===== src/rtl/ps2_key_ctrl_if.sv =====
// Key event bus between the PS/2 receiver and the key decoder.
// The receiver drives an event with key_valid and holds it until key_ready.
interface ps2_key_ctrl_if;
    logic [7:0] key_code;
    logic       key_ext;
    logic       key_break;
    logic       key_valid;
    logic       key_ready;

    modport master (
        output key_code,
        output key_ext,
        output key_break,
        output key_valid,
        input  key_ready
    );

    modport slave (
        input  key_code,
        input  key_ext,
        input  key_break,
        input  key_valid,
        output key_ready
    );
endinterface


===== src/rtl/ps2_key_ctrl.sv =====
// PS/2 keyboard receiver: synchronises the pins, assembles and checks 11-bit
// frames, guards against stalled frames with a watchdog, folds E0/F0 prefixes
// into a single key event and offers it on a valid/ready bus.
module ps2_key_ctrl #(
    parameter int TIMEOUT_CYC = 5000,
    parameter int TW          = 13
) (
    input  logic           clk,
    input  logic           rst,
    input  logic           PS2_CLK,
    input  logic           PS2_DATA,
    ps2_key_ctrl_if.master key_if,
    output logic           frame_err,
    output logic           overrun
);

    localparam logic [1:0] ST_IDLE  = 2'd0;
    localparam logic [1:0] ST_RECV  = 2'd1;
    localparam logic [1:0] ST_CHECK = 2'd2;

    localparam logic [TW-1:0] WDOG_MAX = TW'(TIMEOUT_CYC);

    // Synchroniser chain plus the previous clock sample for edge detection
    logic ps2_clk_meta_q, ps2_clk_sync_q, ps2_clk_prev_q;
    logic ps2_dat_meta_q, ps2_dat_sync_q;

    logic [1:0]    state_q, state_d;
    logic [3:0]    bitcnt_q, bitcnt_d;
    logic [10:0]   sr_q, sr_d;
    logic [TW-1:0] wdog_q, wdog_d;
    logic          frame_err_q, frame_err_d;

    logic          ext_q, ext_d;
    logic          brk_q, brk_d;

    logic [7:0]    code_q, code_d;
    logic          kext_q, kext_d;
    logic          kbrk_q, kbrk_d;
    logic          valid_q, valid_d;
    logic          overrun_q, overrun_d;

    logic          ps2_fall;
    logic          frame_ok;
    logic          byte_vld;
    logic          evt_vld;

    assign ps2_fall = ps2_clk_prev_q & ~ps2_clk_sync_q;
    assign frame_ok = (sr_q[0] == 1'b0) && (sr_q[10] == 1'b1) && (^sr_q[9:1] == 1'b1);

    // Two-flop synchronisers; idle level of both lines is high
    always_ff @(posedge clk or negedge rst) begin
        if (!rst) begin
            ps2_clk_meta_q <= 1'b1;
            ps2_clk_sync_q <= 1'b1;
            ps2_clk_prev_q <= 1'b1;
            ps2_dat_meta_q <= 1'b1;
            ps2_dat_sync_q <= 1'b1;
        end else begin
            ps2_clk_meta_q <= PS2_CLK;
            ps2_clk_sync_q <= ps2_clk_meta_q;
            ps2_clk_prev_q <= ps2_clk_sync_q;
            ps2_dat_meta_q <= PS2_DATA;
            ps2_dat_sync_q <= ps2_dat_meta_q;
        end
    end

    // Frame FSM: shift bits in on each falling PS/2 clock, watchdog the gaps, check the frame
    always_comb begin
        state_d     = state_q;
        bitcnt_d    = bitcnt_q;
        sr_d        = sr_q;
        wdog_d      = wdog_q;
        frame_err_d = 1'b0;
        byte_vld    = 1'b0;
        case (state_q)
            ST_IDLE: begin
                if (ps2_fall) begin
                    state_d  = ST_RECV;
                    bitcnt_d = 4'd1;
                    sr_d     = {ps2_dat_sync_q, sr_q[10:1]};
                    wdog_d   = '0;
                end
            end
            ST_RECV: begin
                if (ps2_fall) begin
                    sr_d     = {ps2_dat_sync_q, sr_q[10:1]};
                    bitcnt_d = bitcnt_q + 4'd1;
                    wdog_d   = '0;
                    if (bitcnt_q == 4'd10) begin
                        state_d = ST_CHECK;
                    end
                end else if (wdog_q == WDOG_MAX) begin
                    // Stalled frame: drop what we have and report it
                    state_d     = ST_IDLE;
                    frame_err_d = 1'b1;
                end else begin
                    wdog_d = wdog_q + TW'(1);
                end
            end
            ST_CHECK: begin
                state_d = ST_IDLE;
                if (frame_ok) begin
                    byte_vld = 1'b1;
                end else begin
                    frame_err_d = 1'b1;
                end
            end
            default: begin
                state_d = ST_IDLE;
            end
        endcase
    end

    // Prefix tracking: E0/F0 only set flags, any other byte becomes an event
    always_comb begin
        ext_d   = ext_q;
        brk_d   = brk_q;
        evt_vld = 1'b0;
        if (state_q == ST_CHECK && !frame_ok) begin
            ext_d = 1'b0;
            brk_d = 1'b0;
        end else if (byte_vld) begin
            if (sr_q[8:1] == 8'hE0) begin
                ext_d = 1'b1;
            end else if (sr_q[8:1] == 8'hF0) begin
                brk_d = 1'b1;
            end else begin
                evt_vld = 1'b1;
                ext_d   = 1'b0;
                brk_d   = 1'b0;
            end
        end
    end

    // Event holding register: load when free or being consumed, else flag overrun
    always_comb begin
        code_d    = code_q;
        kext_d    = kext_q;
        kbrk_d    = kbrk_q;
        valid_d   = valid_q;
        overrun_d = overrun_q;
        if (valid_q && key_if.key_ready) begin
            valid_d = 1'b0;
        end
        if (evt_vld) begin
            if (valid_q && !key_if.key_ready) begin
                overrun_d = 1'b1;
            end else begin
                code_d  = sr_q[8:1];
                kext_d  = ext_q;
                kbrk_d  = brk_q;
                valid_d = 1'b1;
            end
        end
    end

    // State registers
    always_ff @(posedge clk or negedge rst) begin
        if (!rst) begin
            state_q     <= ST_IDLE;
            bitcnt_q    <= '0;
            sr_q        <= '0;
            wdog_q      <= '0;
            frame_err_q <= 1'b0;
            ext_q       <= 1'b0;
            brk_q       <= 1'b0;
            code_q      <= '0;
            kext_q      <= 1'b0;
            kbrk_q      <= 1'b0;
            valid_q     <= 1'b0;
            overrun_q   <= 1'b0;
        end else begin
            state_q     <= state_d;
            bitcnt_q    <= bitcnt_d;
            sr_q        <= sr_d;
            wdog_q      <= wdog_d;
            frame_err_q <= frame_err_d;
            ext_q       <= ext_d;
            brk_q       <= brk_d;
            code_q      <= code_d;
            kext_q      <= kext_d;
            kbrk_q      <= kbrk_d;
            valid_q     <= valid_d;
            overrun_q   <= overrun_d;
        end
    end

    assign key_if.key_code  = code_q;
    assign key_if.key_ext   = kext_q;
    assign key_if.key_break = kbrk_q;
    assign key_if.key_valid = valid_q;
    assign frame_err        = frame_err_q;
    assign overrun          = overrun_q;

endmodule

===== src/flat_wrapper.sv =====
// flat-port wrapper written by rule: the top's interface ports become plain ports
module ps2_key_ctrl_flat 
#(
    parameter int TIMEOUT_CYC = 5000,
    parameter int TW          = 13
)
  (clk, rst, PS2_CLK, PS2_DATA, frame_err, overrun, key_if_key_code, key_if_key_ext, key_if_key_break, key_if_key_valid, key_if_key_ready);
  ps2_key_ctrl_if key_if_i ();
  input  logic clk;
  input  logic rst;
  input  logic PS2_CLK;
  input  logic PS2_DATA;
  output logic frame_err;
  output logic overrun;
  output wire logic [$bits(key_if_i.key_code)-1:0] key_if_key_code;
  output wire logic [$bits(key_if_i.key_ext)-1:0] key_if_key_ext;
  output wire logic [$bits(key_if_i.key_break)-1:0] key_if_key_break;
  output wire logic [$bits(key_if_i.key_valid)-1:0] key_if_key_valid;
  input wire logic [$bits(key_if_i.key_ready)-1:0] key_if_key_ready;
  assign key_if_key_code = key_if_i.key_code;
  assign key_if_key_ext = key_if_i.key_ext;
  assign key_if_key_break = key_if_i.key_break;
  assign key_if_key_valid = key_if_i.key_valid;
  assign key_if_i.key_ready = key_if_key_ready;
  ps2_key_ctrl #(.TIMEOUT_CYC(TIMEOUT_CYC), .TW(TW)) u_core (.clk(clk), .rst(rst), .PS2_CLK(PS2_CLK), .PS2_DATA(PS2_DATA), .key_if(key_if_i), .frame_err(frame_err), .overrun(overrun));
endmodule

===== config.mk =====
export PLATFORM = sky130hd
export DESIGN_NAME = ps2_key_ctrl_flat
export DESIGN_NICKNAME = d
export VERILOG_FILES = /design/src/rtl/ps2_key_ctrl_if.sv /design/src/rtl/ps2_key_ctrl.sv /design/src/flat_wrapper.sv
export SDC_FILE = /design/constraint.sdc
export NUM_CORES = 1
export LEC_CHECK = 0
export BUFFER_PORTS_ARGS = -buffer_cell sky130_fd_sc_hd__buf_2
export CAP_MARGIN = 0
export CORE_ASPECT_RATIO = 1.2
export CORE_MARGIN = 2
export CORE_UTILIZATION = 53
export DETAILED_ROUTE_END_ITERATION = 10
export GPL_TIMING_DRIVEN = 0
export PLACE_DENSITY = 0.71
export SLEW_MARGIN = 20
export SYNTH_ARGS = -nofsm -noshare
export SYNTH_HDL_FRONTEND = slang
export SYNTH_SLANG_ARGS = --single-unit

===== constraint.sdc =====
create_clock -name clk -period 2.3 [get_ports clk]
set_input_delay 0.46 -clock clk [delete_from_list [all_inputs] [get_ports clk]]
set_output_delay 0.46 -clock clk [all_outputs]
set_load 0.005 [all_outputs]

==> impl_results.md <==
* Final Cycle Share at 101%
* Antenna violations before repair at 0
* Critical path class: reg2reg
* All-layer global routing usage at ~20%
* Number of nets in the synthesized netlist at 252
* Detail Placement HPWL at 3270 um
* Clock Pin Slew Worst Setup and Hold Paths at approximately 0.1 ns
* Type of destination of the critical path: flip-flop
* Number of instances in the synthesized netlist at 234
* HP Class: in2async
* Launch instance of the worst register-to-register path: u_core.sr_q[3]
* # H-tree levels at 2
* Outcome: complete, but fails checks
* Cell-by-cell trace of the critical path: inv_2, ha_4, xnor3_2, xor2_4, nor4_4, buf_4, clkbuf_16, mux2_4
* Overall die area at 5210 sq um
* Worst path bufs/invs at 3
* Number of flops mapped to enable cells by yosys at 0
* Number of CTS-inserted buffers at 5
* Total via count in the routed design at 1861
* Area Overhead vs Synth at 20.2%
* Average footprint of a synthesized cell at approximately 11 sq um
* Seq/Total Area, Yosys at between 50 and 60%
* Violated checks: negative setup slack
* Post-synthesis instance area at 2460 sq um
* Library cell with the largest summed area after synthesis: dfrtp_1
* End of the worst register-to-register path: u_core.key_if.key_code[4]
* Worst Setup Slack, final at -0.0145 ns
* Number of standard cells in the layout, taps in and fillers out at 327
* Placer's final routability congestion estimate at 0.757
* Worst-skew pair later-pin latency at 0.31 ns
* Final-report hold violation count at 0
* TritonCTS clock tree: yes
* Number of DRC markers after the initial detailed-route iteration at 108
* Static leakage at 1.35 nW
* Maximum fanout along the worst path at 5
* RSZ-0062 raised after global routing: yes
* Setup-violating endpoint count in the final report at 6
* Clock Path Buffers at 2
* Worst clock skew at 0.00722 ns
* Maximum number of pins on one net before global-route repair at 51
* Setup TNS Final at -0.0646 ns
* Global-route congestion overflow total at 0
* Number of filler cells placed in the layout at 380
* Worst slew margin at 57.7%
* Cell types occupying the most area after synthesis: dfrtp_1 (46%), ha_1 (6.6%), dfstp_2 (5.3%), nand2_1 (5.0%), mux2_2 (4.6%)
* Mean number of vias per cell at 5.69
* Biggest cell delay along the critical path at 0.47 ns
* Fin crit period at 2.31 ns
* Number of nets at the end of the flow at 286
* Maximum capacitance violations at 0
* Root buf cell: clkbuf_8
* Initial Utilization at 54.4%
* Proportion of netlist area held by the largest area contributor at 45.7%
* Final instance area at a little under 3000 sq um
* Most numerous cell in the Yosys netlist: dfrtp_1
* Die width at approximately 66 um
* Most used DFF post-synth: dfrtp_1
* Final Max Tran Viols at 0
* Async set-reset flop share out of synthesis at 100%
* IO Count at 18
* Cell Area, Placed at around 2600 sq um
* Ys Warns at 0
* Arrival time reported for the critical path endpoint at 2.51 ns
* Reg-to-reg slack, setup at -0.01 ns
* Number of global-route vias before repair at ~1800
* Standard cell core area at 4530 sq um
* Power density of the placed cells at 1080 nW/um^2
* Synth unique cells at 45
* Number of synthesized register bits at 50
* Slowest library cell on the worst path: xnor3_2
* Fraction of final layout cells with drive strength greater than 1 at 24.5%
* Total detailed-routing wirelength at a little over 5000 um
* Final design utilization at 65.4%
* Height of the chip at 78.7 um
* Number of port buffers at 17
* Transition time of the tightest slew-check pin at 0.635 ns
* First-pass iteration count of the detailed router at 4
* Global-route wire length before repair at 8010 um
* Maximum frequency from static timing analysis at 0.432 GHz
* Element type at the critical path start: flip-flop
* Antenna fix cells at 0
* Final routed wire length divided by cell count at 15.8 um
* R2R depth at 8
* Worst vdd ir at around 0.94 mV
* # placed instances at between 300 and 400
* Number of standard-cell rows in the floorplan at 27
* Most frequent cells after synthesis: dfrtp_1 (45), nand2_1 (33), o21ai_0 (18), inv_1 (14), ha_1 (13)
* Remaining DRCs at 0
* Remaining antenna violation count after routing at 0
* Data required time of the worst path at 2.49 ns
* # clock sinks at 50
* Cell family contributing the most delay on the critical path: XOR/XNOR gates
[per-layer routing]
metal / wire (um) / up-vias / global-route usage, %
met2: 2680 / 22 / 33.2
li1: - / 906 / -
met4: 114 / 0 / 5.71
met1: 2270 / 924 / 25.6
met5: 0 / - / 0
met3: 111 / 9 / 3.01
[cell families after synthesis]
logic type,after synthesis,synth area share (%)
compound gates,54,14.6
simple gates,79,16.8
flops,50,51.0
mux,11,4.98
fa+ha+maj,13,6.60
xor+xnor,6,2.69
buf+inv,21,3.30
[sequential cells by signal (all words and copies together), names as in the netlist, 2 cells and up]
name and cells:
u_core.sr_q 11, u_core.key_if.key_code 8, u_core.bitcnt_q 4, u_core.state_q 2, u_core.wdog_q 13
[report_power, final]
part / switching [W] / total, W / internal (W)
Clock: 0.000307 / 0.000631 / 0.000324
Combinational: 0.000718 / 0.00138 / 0.000662
Sequential: 0.000158 / 0.00118 / 0.00103
[worst max-delay path by stage]
| stage | start | endpoint | slack [ns] | cells after the start |
|---|---|---|---|---|
| final | u_core.sr_q[3] | u_core.key_if.key_code[4] | -0.01 | 8 |
| after global routing | u_core.sr_q[4] | u_core.key_if.key_code[6] | -0.06 | 8 |
| after CTS | u_core.sr_q[2] | u_core.key_if.key_break | -0.07 | 7 |
| after detailed placement | u_core.sr_q[3] | u_core.key_if.key_break | -0.31 | 6 |
| after global placement | u_core.sr_q[2] | u_core.key_if.key_code[1] | -0.30 | 6 |
| after floorplan | u_core.sr_q[2] | u_core.key_if.key_break | 0.004 | 6 |
[stage by stage]
| step | hold slack [ns] | setup slack, ns | total power [W] |
|---|---|---|---|
| CTS | 0.233 | -0.0693 | 0.00284 |
| detailed placement | 0.348 | -0.312 | 0.00213 |
| global route | 0.203 | -0.0642 | 0.00340 |
| finish | 0.147 | -0.0145 | 0.00320 |
| global placement | 0.345 | -0.299 | 0.00209 |
| floorplan | 0.164 | 0.00367 | 0.00188 |
[area by class of cell]
class | instances | area [sq um] | share of cell area (%)
Tap cell | 58 | 72.6 | 2.45
Buffer | 7 | 28.8 | 0.972
Clock buffer | 5 | 68.8 | 2.32
Clock inverter | 3 | 45.0 | 1.52
Inverter | 14 | 52.6 | 1.78
Multi-Input combinational cell | 163 | 1240 | 42.0
Timing Repair Buffer | 27 | 193 | 6.51
Sequential cell | 50 | 1260 | 42.5
[what timing repair did]
action / 4_1_cts / 5_1_grt
resized for setup: 2 / 21
cloned: 0 / 1
hold buffers: 0 / 0
endpoints found under the setup margin: 11 / 14
pin swaps: 2 / 4
setup buffers: 3 / 6
[cell usage in the layout (no fill, tap or decap), types with 4 or more instances in the layout]
cell        n
ha_1       11
nor3_1      4
clkbuf_1    5
inv_1      11
nor2_1      8
nand3_1     7
a2bb2oi_1   4
dfrtp_1    45
nand2_1    33
buf_4       9
or3_1       5
a21oi_1     8
clkbuf_8    5
mux2_4     10
o21ai_0    18
dfstp_2     5
buf_2      18
(Power assumes the default switching activity.)
